**src/rtl/pilha_rpn.sv**
```systemverilog
// RPN operand stack: push / pop / replace (binary-op write-back), synchronous clear, sticky error flag.
// Optional TOPO/SEGUNDO swap is compiled in when the macro PILHA_TROCA_EN is defined.
module pilha_rpn #(
   parameter int WIDTH = 16,
   parameter int DEPTH = 4
) (
   input  logic                       CLOCK,
   input  logic                       RESET,
   input  logic                       ENABLE,
   input  logic                       LIMPAR,
   input  logic [1:0]                 OP,
   input  logic                       TROCA,
   input  logic [WIDTH-1:0]           DIN,
   output logic [WIDTH-1:0]           TOPO,
   output logic [WIDTH-1:0]           SEGUNDO,
   output logic [$clog2(DEPTH+1)-1:0] CONTAGEM,
   output logic                       VAZIA,
   output logic                       CHEIA,
   output logic                       ERRO
);

   localparam int CW = $clog2(DEPTH+1);
   localparam logic [CW-1:0] DEPTH_C = CW'(DEPTH);
   localparam logic [CW-1:0] ONE_C   = CW'(1);
   localparam logic [CW-1:0] TWO_C   = CW'(2);

   localparam logic [1:0] OP_NOP     = 2'b00;
   localparam logic [1:0] OP_PUSH    = 2'b01;
   localparam logic [1:0] OP_POP     = 2'b10;
   localparam logic [1:0] OP_REPLACE = 2'b11;

   // Entry 0 is the top; slots at or above the count are kept at zero.
   logic [WIDTH-1:0] ent_q [DEPTH];
   logic [WIDTH-1:0] ent_d [DEPTH];
   logic [CW-1:0]    cnt_q, cnt_d;
   logic             erro_q, erro_d;
   logic             troca_act;

`ifdef PILHA_TROCA_EN
   assign troca_act = TROCA;
`else
   logic unused_troca;
   assign unused_troca = TROCA;
   assign troca_act    = 1'b0;
`endif

   always_comb begin
      for (int i = 0; i < DEPTH; i++) ent_d[i] = ent_q[i];
      cnt_d  = cnt_q;
      erro_d = erro_q;
      if (ENABLE) begin
         if (LIMPAR) begin
            for (int i = 0; i < DEPTH; i++) ent_d[i] = '0;
            cnt_d = '0;
         end else if (troca_act) begin
            if (cnt_q >= TWO_C) begin
               ent_d[0] = ent_q[1];
               ent_d[1] = ent_q[0];
            end else begin
               erro_d = 1'b1;
            end
         end else begin
            case (OP)
               OP_PUSH: begin
                  if (cnt_q < DEPTH_C) begin
                     for (int i = 1; i < DEPTH; i++) ent_d[i] = ent_q[i-1];
                     ent_d[0] = DIN;
                     cnt_d    = cnt_q + ONE_C;
                  end else begin
                     erro_d = 1'b1;
                  end
               end
               OP_POP: begin
                  if (cnt_q != '0) begin
                     for (int i = 0; i < DEPTH-1; i++) ent_d[i] = ent_q[i+1];
                     ent_d[DEPTH-1] = '0;
                     cnt_d          = cnt_q - ONE_C;
                  end else begin
                     erro_d = 1'b1;
                  end
               end
               OP_REPLACE: begin
                  // Two operands consumed, result written back as the new top.
                  if (cnt_q >= TWO_C) begin
                     for (int i = 1; i < DEPTH-1; i++) ent_d[i] = ent_q[i+1];
                     ent_d[DEPTH-1] = '0;
                     ent_d[0]       = DIN;
                     cnt_d          = cnt_q - ONE_C;
                  end else begin
                     erro_d = 1'b1;
                  end
               end
               default: ;
            endcase
         end
      end
   end

   always_ff @(posedge CLOCK) begin
      if (RESET) begin
         for (int i = 0; i < DEPTH; i++) ent_q[i] <= '0;
         cnt_q  <= '0;
         erro_q <= 1'b0;
      end else begin
         for (int i = 0; i < DEPTH; i++) ent_q[i] <= ent_d[i];
         cnt_q  <= cnt_d;
         erro_q <= erro_d;
      end
   end

   assign TOPO     = (cnt_q != '0)    ? ent_q[0] : '0;
   assign SEGUNDO  = (cnt_q >= TWO_C) ? ent_q[1] : '0;
   assign CONTAGEM = cnt_q;
   assign VAZIA    = (cnt_q == '0);
   assign CHEIA    = (cnt_q == DEPTH_C);
   assign ERRO     = erro_q;

endmodule

```
**config.mk**
```make
export PLATFORM = sky130hd
export DESIGN_NAME = pilha_rpn
export DESIGN_NICKNAME = d
export VERILOG_FILES = /design/src/rtl/pilha_rpn.sv
export SDC_FILE = /design/constraint.sdc
export NUM_CORES = 1
export LEC_CHECK = 0
export BUFFER_PORTS_ARGS = -buffer_cell sky130_fd_sc_hd__buf_4
export CELL_PAD_IN_SITES_DETAIL_PLACEMENT = 0
export CELL_PAD_IN_SITES_GLOBAL_PLACEMENT = 1
export CORE_MARGIN = 5
export CORE_UTILIZATION = 40
export DETAILED_ROUTE_END_ITERATION = 8
export GPL_TIMING_DRIVEN = 0
export PLACE_DENSITY = 0.81
export SLEW_MARGIN = 20
export SYNTH_ARGS = -nofsm -noshare
export SYNTH_HDL_FRONTEND = slang
export SYNTH_SLANG_ARGS = --single-unit
```
**constraint.sdc**
```tcl
create_clock -name CLOCK -period 1.7 [get_ports CLOCK]
set_clock_uncertainty 0.1 [all_clocks]
set_input_delay 0 -clock CLOCK [delete_from_list [all_inputs] [get_ports CLOCK]]
set_output_delay 0 -clock CLOCK [all_outputs]
set_load 0.05 [all_outputs]
```
==> results of run 1 <==
-- critical path, delay by kind of cell (launching register included) --
kind	cells	cell delay, ps
flip-flops	1	420
buffers and inverters	2	430
AND/OR/NAND/NOR	2	350
AO/OA/AOI/OAI	2	270
-- metal layers --
| layer | wire (µm) | global-route usage [%] |
|---|---|---|
| met5 | 0 | 0 |
| met4 | 160 | 6.654 |
| met3 | 634 | 2.861 |
| met2 | 5141 | 31.06 |
| met1 | 4776 | 27.47 |
-- cells in the mapped netlist (2+ instances only) --
cell type  number
dfxtp_1        68
mux2i_1        48
nand4b_1       48
nor2b_1        33
o31ai_1        28
o31ai_2        20
a22o_1         16
buf_2          16
clkbuf_1       14
buf_6           4
nand2_1         3
nor2_1          3
and3b_1         2
buf_4           2
nand2b_1        2
nor3b_1         2
o2bb2ai_1       2
or2_2           2
-- power breakdown --
| part | internal [mW] | total (mW) | switching (mW) |
|---|---|---|---|
| combinational | 0.230 | 0.556 | 0.326 |
| sequential | 1.61 | 1.63 | 0.0189 |
| clock | 0.694 | 1.32 | 0.628 |
| total | 2.53 | 3.50 | 0.973 |
-- final timing paths --
check,to,cells past startpoint
worst max-delay path,ent_q[1][14]$_SDFFE_PP0P_,6
worst min register to register,ent_q[3][7]$_SDFFE_PP0P_,1
worst min-delay path,CONTAGEM[1]$_SDFFE_PP0P_,4
worst max register to register,ent_q[1][14]$_SDFFE_PP0P_,6
-- state kept, by name, indices dropped and copies added (netlist names) --
name	count
ent_q	64
CONTAGEM	3
ERRO	1
-- kinds of logic after synthesis --
family | count (synthesis)
adder cells (fa/ha/maj) | 1
XOR/XNOR | 1
AND/OR/NAND/NOR | 102
flip-flops | 68
AO/OA/AOI/OAI | 74
multiplexers | 48
buffers and inverters | 38
-- cell type report --
type / instances / area share, %
Buffer: 37 / 5.276
Clock buffer: 14 / 3.910
Clock inverter: 2 / 0.3214
Inverter: 1 / 0.08034
Multi-Input combinational cell: 226 / 43.04
Sequential cell: 68 / 29.38
Tap cell: 108 / 2.892
Timing Repair Buffer: 87 / 15.10
-- stage by stage --
stage          cell area [µm²]  util, %
2_1_floorplan             3562        -
3_3_place_gp              4140    47.94
3_5_place_dp              4140    47.94
4_1_cts                   4613    53.42
5_1_grt                   4672    54.10
6_report                  4672    54.10
-- repair_timing --
action                                  4_1_cts  5_1_grt
endpoints found under the setup margin       93       51
cloned                                        0        0
hold endpoints to repair                     20        0
resized for setup                            13       22
setup buffers                                 3        4
hold buffers                                 21        0
pin swaps                                     2        2
==> metrics.cfg, run 1 <==
[route]
via_per_inst = 5.735
wl_per_cell_um = 19.73
wl_um = 10710
firstDrtPassIters = 5
drc_errors = 0
vias = 3114
antenna_left = 0
drt_iter0_drc = 176

[critical_path]
worst_path_most_repeated_cell = buf_4
critPathMaxFanout = 10
critical_path.startpoint = CONTAGEM[2]$_SDFFE_PP0P_
end_kind = flop
worstSetupPathType = flop to flop
r2r_slack_ps = 40
crit_required_ps = 1860
slowest_delay_ps = 420
cp_cell_sequence = and4bb_1, a21oi_2, buf_4, buf_4, nand4b_1, o31ai_2
r2r_start = CONTAGEM[2]$_SDFFE_PP0P_
startpoint_type = flop
critPathSlowestCell = dfxtp_4
cp.arrival_ps = 1820

[placement]
hpwl_um = 7026
placed_cells = 499
place_ws_ps = -268.7
place.gp.congestion = 0.7907
portBuffers = 59

[synthesis]
syn_inst = 332
synthMuxAreaShare_pct = 13.72
synth_edf_count = 0
synth_area_mm2 = 0.003502
ys_types = 37
synth_xor_area_share_pct = 0.2501
syn_nets = 356
synth_top_area_share_pct = 38.87
yosys_warnings = 0
yosys.area_share.simple_pct = 21.54
ys_ff_latch = 68
ys.flop_type = dfxtp_1
synth-seq-area-share_pct = 38.87
synthTopCellsByArea = dfxtp_1 (39%), mux2i_1 (14%), nand4b_1 (12%)
synthAdderAreaFrac_pct = 0.5716
synth_area_leader_cell = dfxtp_1
synth_top_family_by_area = simple AND/OR/NAND/NOR gates
synth_compound_area_share_pct = 19.29
ys_async_sr_fraction_pct = 0
syn_area_per_cell_um2 = 10.55

[layout]
num-nets-final = 454
diodes = 0
n_fill_cell = 782
multi_input_area_mm2 = 0.002011
regArea_mm2 = 0.001373
area_delta_synth_final_pct = 33.40
final_cells = 543
layout_commonest_cell = buf_4
layout.cells.most_common_list = buf_4 (75), dfxtp_1 (65), mux2i_1 (48), nand4b_1 (48), o31ai_1 (28)
drive_above_1_share_pct = 35.17

[cts]
cts.sink_count = 68
h-tree-depth = 3
cts_tree = yes
cts_buffer_depth = 2
path_clk_slew_ps = 80
cts_buffers = 9
clock_latency_ps = 340
cts_root_buf = clkbuf_8

[min_path]
min_from = OP[1]
hp-class = input port to flop

[global_routing]
overflow = 0
grt_max_degree = 12
grt_antenna_before_repair = 0
grtUsageTotal_pct = 19.68
grt_pass1_wl_um = 17050
grt_pass1_vias = 3128

[power]
p_leak_nw = 1.874
ir_drop_mv = 0.3746
finalPower_mw = 3.505
power_per_cell_area_mw_per_mm2 = 750.1

[floorplan]
die_height_um = 103.6
die_w_um = 103.6
placement_rows = 34
core_mm2 = 0.008636
initial_core_util_pct = 40.55
die_area_mm2 = 0.01073
io_pins = 61

[timing]
hold_viol = 0
max_freq_mhz = 603.9
slew_violations = 0
layout_setup_ws_ps = 44.06
fin_crit_ps = 1656
setup-tns-final_ps = 0
tightest_slew_ps = 621.1
setup_violations = 0
max_slew_margin_pct = 58.59
hold_slack_ps = 53.78
fin_crit_sh_pct = 97.41

[job]
maxCapViolations = 0

[run_status]
outcome = finished clean

(Power assumes the default switching activity.)
==> inputs of run 2 (changes only) <==
==> constraint.sdc (replaced) <==
create_clock -name CLOCK -period 1.7 [get_ports CLOCK]
set_clock_uncertainty 0.1 [all_clocks]
set_input_delay 0.34 -clock CLOCK [delete_from_list [all_inputs] [get_ports CLOCK]]
set_output_delay 0.34 -clock CLOCK [all_outputs]
set_load 0.05 [all_outputs]
==> metrics.cfg, run 2 (synthesis results as in run 1) <==
[power]
ir_drop_mv = 0.5185  ; was 0.3746 mV
p_leak_nw = 2.094  ; was 1.874 nW
power_per_cell_area_mw_per_mm2 = 695.1  ; was 750.1 mW/mm²
finalPower_mw = 3.783  ; was 3.505 mW

[timing]
max_slew_margin_pct = 52.37  ; was 58.59%
layout_setup_ws_ps = -217.9  ; was 44.06 ps
tightest_slew_ps = 714.4  ; was 621.1 ps
max_freq_mhz = 521.4  ; was 603.9 MHz
slew_violations = 0  ; unchanged
hold_slack_ps = 222.8  ; was 53.78 ps
rsz0062_at_grt = yes
fin_crit_sh_pct = 112.8  ; was 97.41%
hold_viol = 0  ; unchanged
setup_violations = 60  ; was 0
fin_crit_ps = 1918  ; was 1656 ps

[floorplan]
placement_rows = 34  ; unchanged
die_area_mm2 = 0.01073  ; unchanged
core_mm2 = 0.008636  ; unchanged
initial_core_util_pct = 40.55  ; unchanged
io_pins = 61  ; unchanged
die_height_um = 103.6  ; unchanged
die_w_um = 103.6  ; unchanged

[cts]
cts_root_buf = clkbuf_8  ; unchanged
path_clk_slew_ps = 80  ; about the same
h-tree-depth = 3  ; unchanged
cts_tree = yes  ; unchanged
cts_buffers = 9  ; unchanged
cts.sink_count = 68  ; unchanged
clock_latency_ps = 350  ; was 340 ps
cts_buffer_depth = 2  ; unchanged
hold_buffers = 0  ; was 21

[layout]
layout.cells.most_common_list = dfxtp_1 (65), mux2i_1 (48), nand4b_1 (48)  ; was buf_4 (75), dfxtp_1 (65), mux2i_1 (48), nand4b_1 (48), o31ai_1 (28)
layout_commonest_cell = dfxtp_1  ; was buf_4
final_cells = 545  ; was 543
area_delta_synth_final_pct = 55.41  ; was 33.40%
largest_register_ffs = 64  ; unchanged
num-nets-final = 456  ; was 454
n_fill_cell = 688  ; was 782
drive_above_1_share_pct = 48.74  ; was 35.17%
postLayoutCellArea_mm2 = 0.005443  ; was 0.004672 mm²
regMostFlops = ent_q  ; unchanged
diodes = 0  ; unchanged

[placement]
place.gp.congestion = 0.8335  ; was 0.7907
placedInstanceArea_mm2 = 0.004298  ; was 0.004140 mm²
portBuffers = 59  ; unchanged
place_ws_ps = -299.8  ; was -268.7 ps
hpwl_um = 7094  ; was 7026 µm
placed_cells = 499  ; unchanged

[run_status]
outcome = complete, but fails checks  ; was finished clean
failed_checks = negative setup slack

[critical_path]
slowest_delay_ps = 380  ; was 420 ps
startpoint_type = flop  ; unchanged
cp_cell_sequence = nor3_4, buf_12, clkbuf_16, nor2b_4, buf_6  ; was and4bb_1, a21oi_2, buf_4, buf_4, nand4b_1, o31ai_2
critPathBufInv = 3  ; was 2
rr_endpoint = CONTAGEM[2]$_SDFFE_PP0P_  ; was ent_q[1][14]$_SDFFE_PP0P_
critPathSlowestCell = dfxtp_4  ; unchanged
critPathMaxFanout = 6  ; was 10
crit_required_ps = 1260  ; was 1860 ps
end_kind = primary output  ; was flop
cp.arrival_ps = 1480  ; was 1820 ps
worstSetupPathType = flop to primary output  ; was flop to flop
critical_path.top_delay_family = buffers and inverters  ; unchanged
r2r_slack_ps = -50  ; was 40 ps
r2r_start = CONTAGEM[0]$_SDFFE_PP0P_  ; was CONTAGEM[2]$_SDFFE_PP0P_
rr_worst_depth = 5  ; was 6

[route]
via_per_inst = 5.888  ; was 5.735
drc_errors = 0  ; unchanged
antenna_left = 0  ; unchanged
drt_iter0_drc = 121  ; was 176
firstDrtPassIters = 5  ; unchanged
vias = 3209  ; was 3,114
wl_um = 11700  ; was 10,710 µm
wl_per_cell_um = 21.47  ; was 19.73 µm

[global_routing]
grt_antenna_before_repair = 0  ; unchanged
grt_max_degree = 13  ; was 12
overflow = 0  ; unchanged
grt_pass1_vias = 3195  ; was 3,128
grtUsageTotal_pct = 20.45  ; was 19.68%
grt_pass1_wl_um = 17520  ; was 17,050 µm

[min_path]
hp-class = input port to flop  ; unchanged
holdPathStages = 3  ; was 4
min_from = ENABLE  ; was OP[1]
whs_endpoint = CONTAGEM[1]$_SDFFE_PP0P_  ; unchanged

[job]
maxCapViolations = 0  ; unchanged

==> run 2: worst reg2reg max path, delay by kind of cell, from the launching register on <==
family | cells | cell delay (ps)
DFF | 1 | 380
AOI/OAI and AO/OA | 1 | 370
buffers and inverters | 2 | 270
adders and majority gates | 1 | 360
xor gates and xnor gates | 1 | 150
==> run 2: how the worst max path moves through the flow <==
| stage | from | endpoint | slack [ps] | cells past startpoint |
|---|---|---|---|---|
| after floorplan | CONTAGEM[1]$_SDFFE_PP0P_ | SEGUNDO[1] | -50 | 2 |
| after global placement | CONTAGEM[1]$_SDFFE_PP0P_ | SEGUNDO[12] | -290 | 4 |
| after detailed placement | CONTAGEM[1]$_SDFFE_PP0P_ | SEGUNDO[9] | -300 | 4 |
| after CTS | CONTAGEM[1]$_SDFFE_PP0P_ | TOPO[10] | -220 | 5 |
| after global routing | CONTAGEM[0]$_SDFFE_PP0P_ | TOPO[10] | -280 | 5 |
| final | CONTAGEM[0]$_SDFFE_PP0P_ | TOPO[10] | -220 | 5 |
==> run 2: repair_timing <==
action                     CTS  global route
setup endpoints to repair   99            96
cloned                       2             6
hold endpoints to repair     0             0
setup buffers               13            13
pin swaps                    6            34
resized for setup           79            57
==> run 2: metal layers <==
metal | routed length (µm) | part of all wire (%) | track usage (%) | vias up
li1 | - | - | - | 1479
met1 | 5127 | 44 | 26.48 | 1594
met2 | 5726 | 49 | 32.56 | 121
met3 | 618 | 5.3 | 4.664 | 15
met4 | 228 | 1.9 | 8.716 | 0
met5 | 0 | 0 | 0 | -
==> run 2: report_power, final <==
| group | internal, mW | total, mW | leakage [nW] | switching [mW] |
|---|---|---|---|---|
| logic | 0.344 | 0.756 | 1.44 | 0.412 |
| registers | 1.61 | 1.62 | 0.551 | 0.0183 |
| clock network | 0.760 | 1.40 | 0.106 | 0.642 |
| total | 2.71 | 3.78 | 2.09 | 1.07 |
==> run 2: metrics by stage <==
| stage | util (%) | TNS (ps) |
|---|---|---|
| floorplan | - | -212.9 |
| global placement | 49.77 | -18550 |
| detailed placement | 49.77 | -19390 |
| CTS | 57.62 | -5896 |
| global route | 63.03 | -10370 |
| finish | 63.03 | -6058 |
==> run 2: final cells by class <==
type	count	area, µm²	area share, %
Multi-Input combinational cell	226	2384	43.79
Sequential cell	68	1373	25.22
Timing Repair Buffer	92	1020	18.74
Buffer	34	316.6	5.816
Clock buffer	11	151.4	2.782
Tap cell	108	135.1	2.483
Clock inverter	5	60.06	1.103
Inverter	1	3.754	0.06897
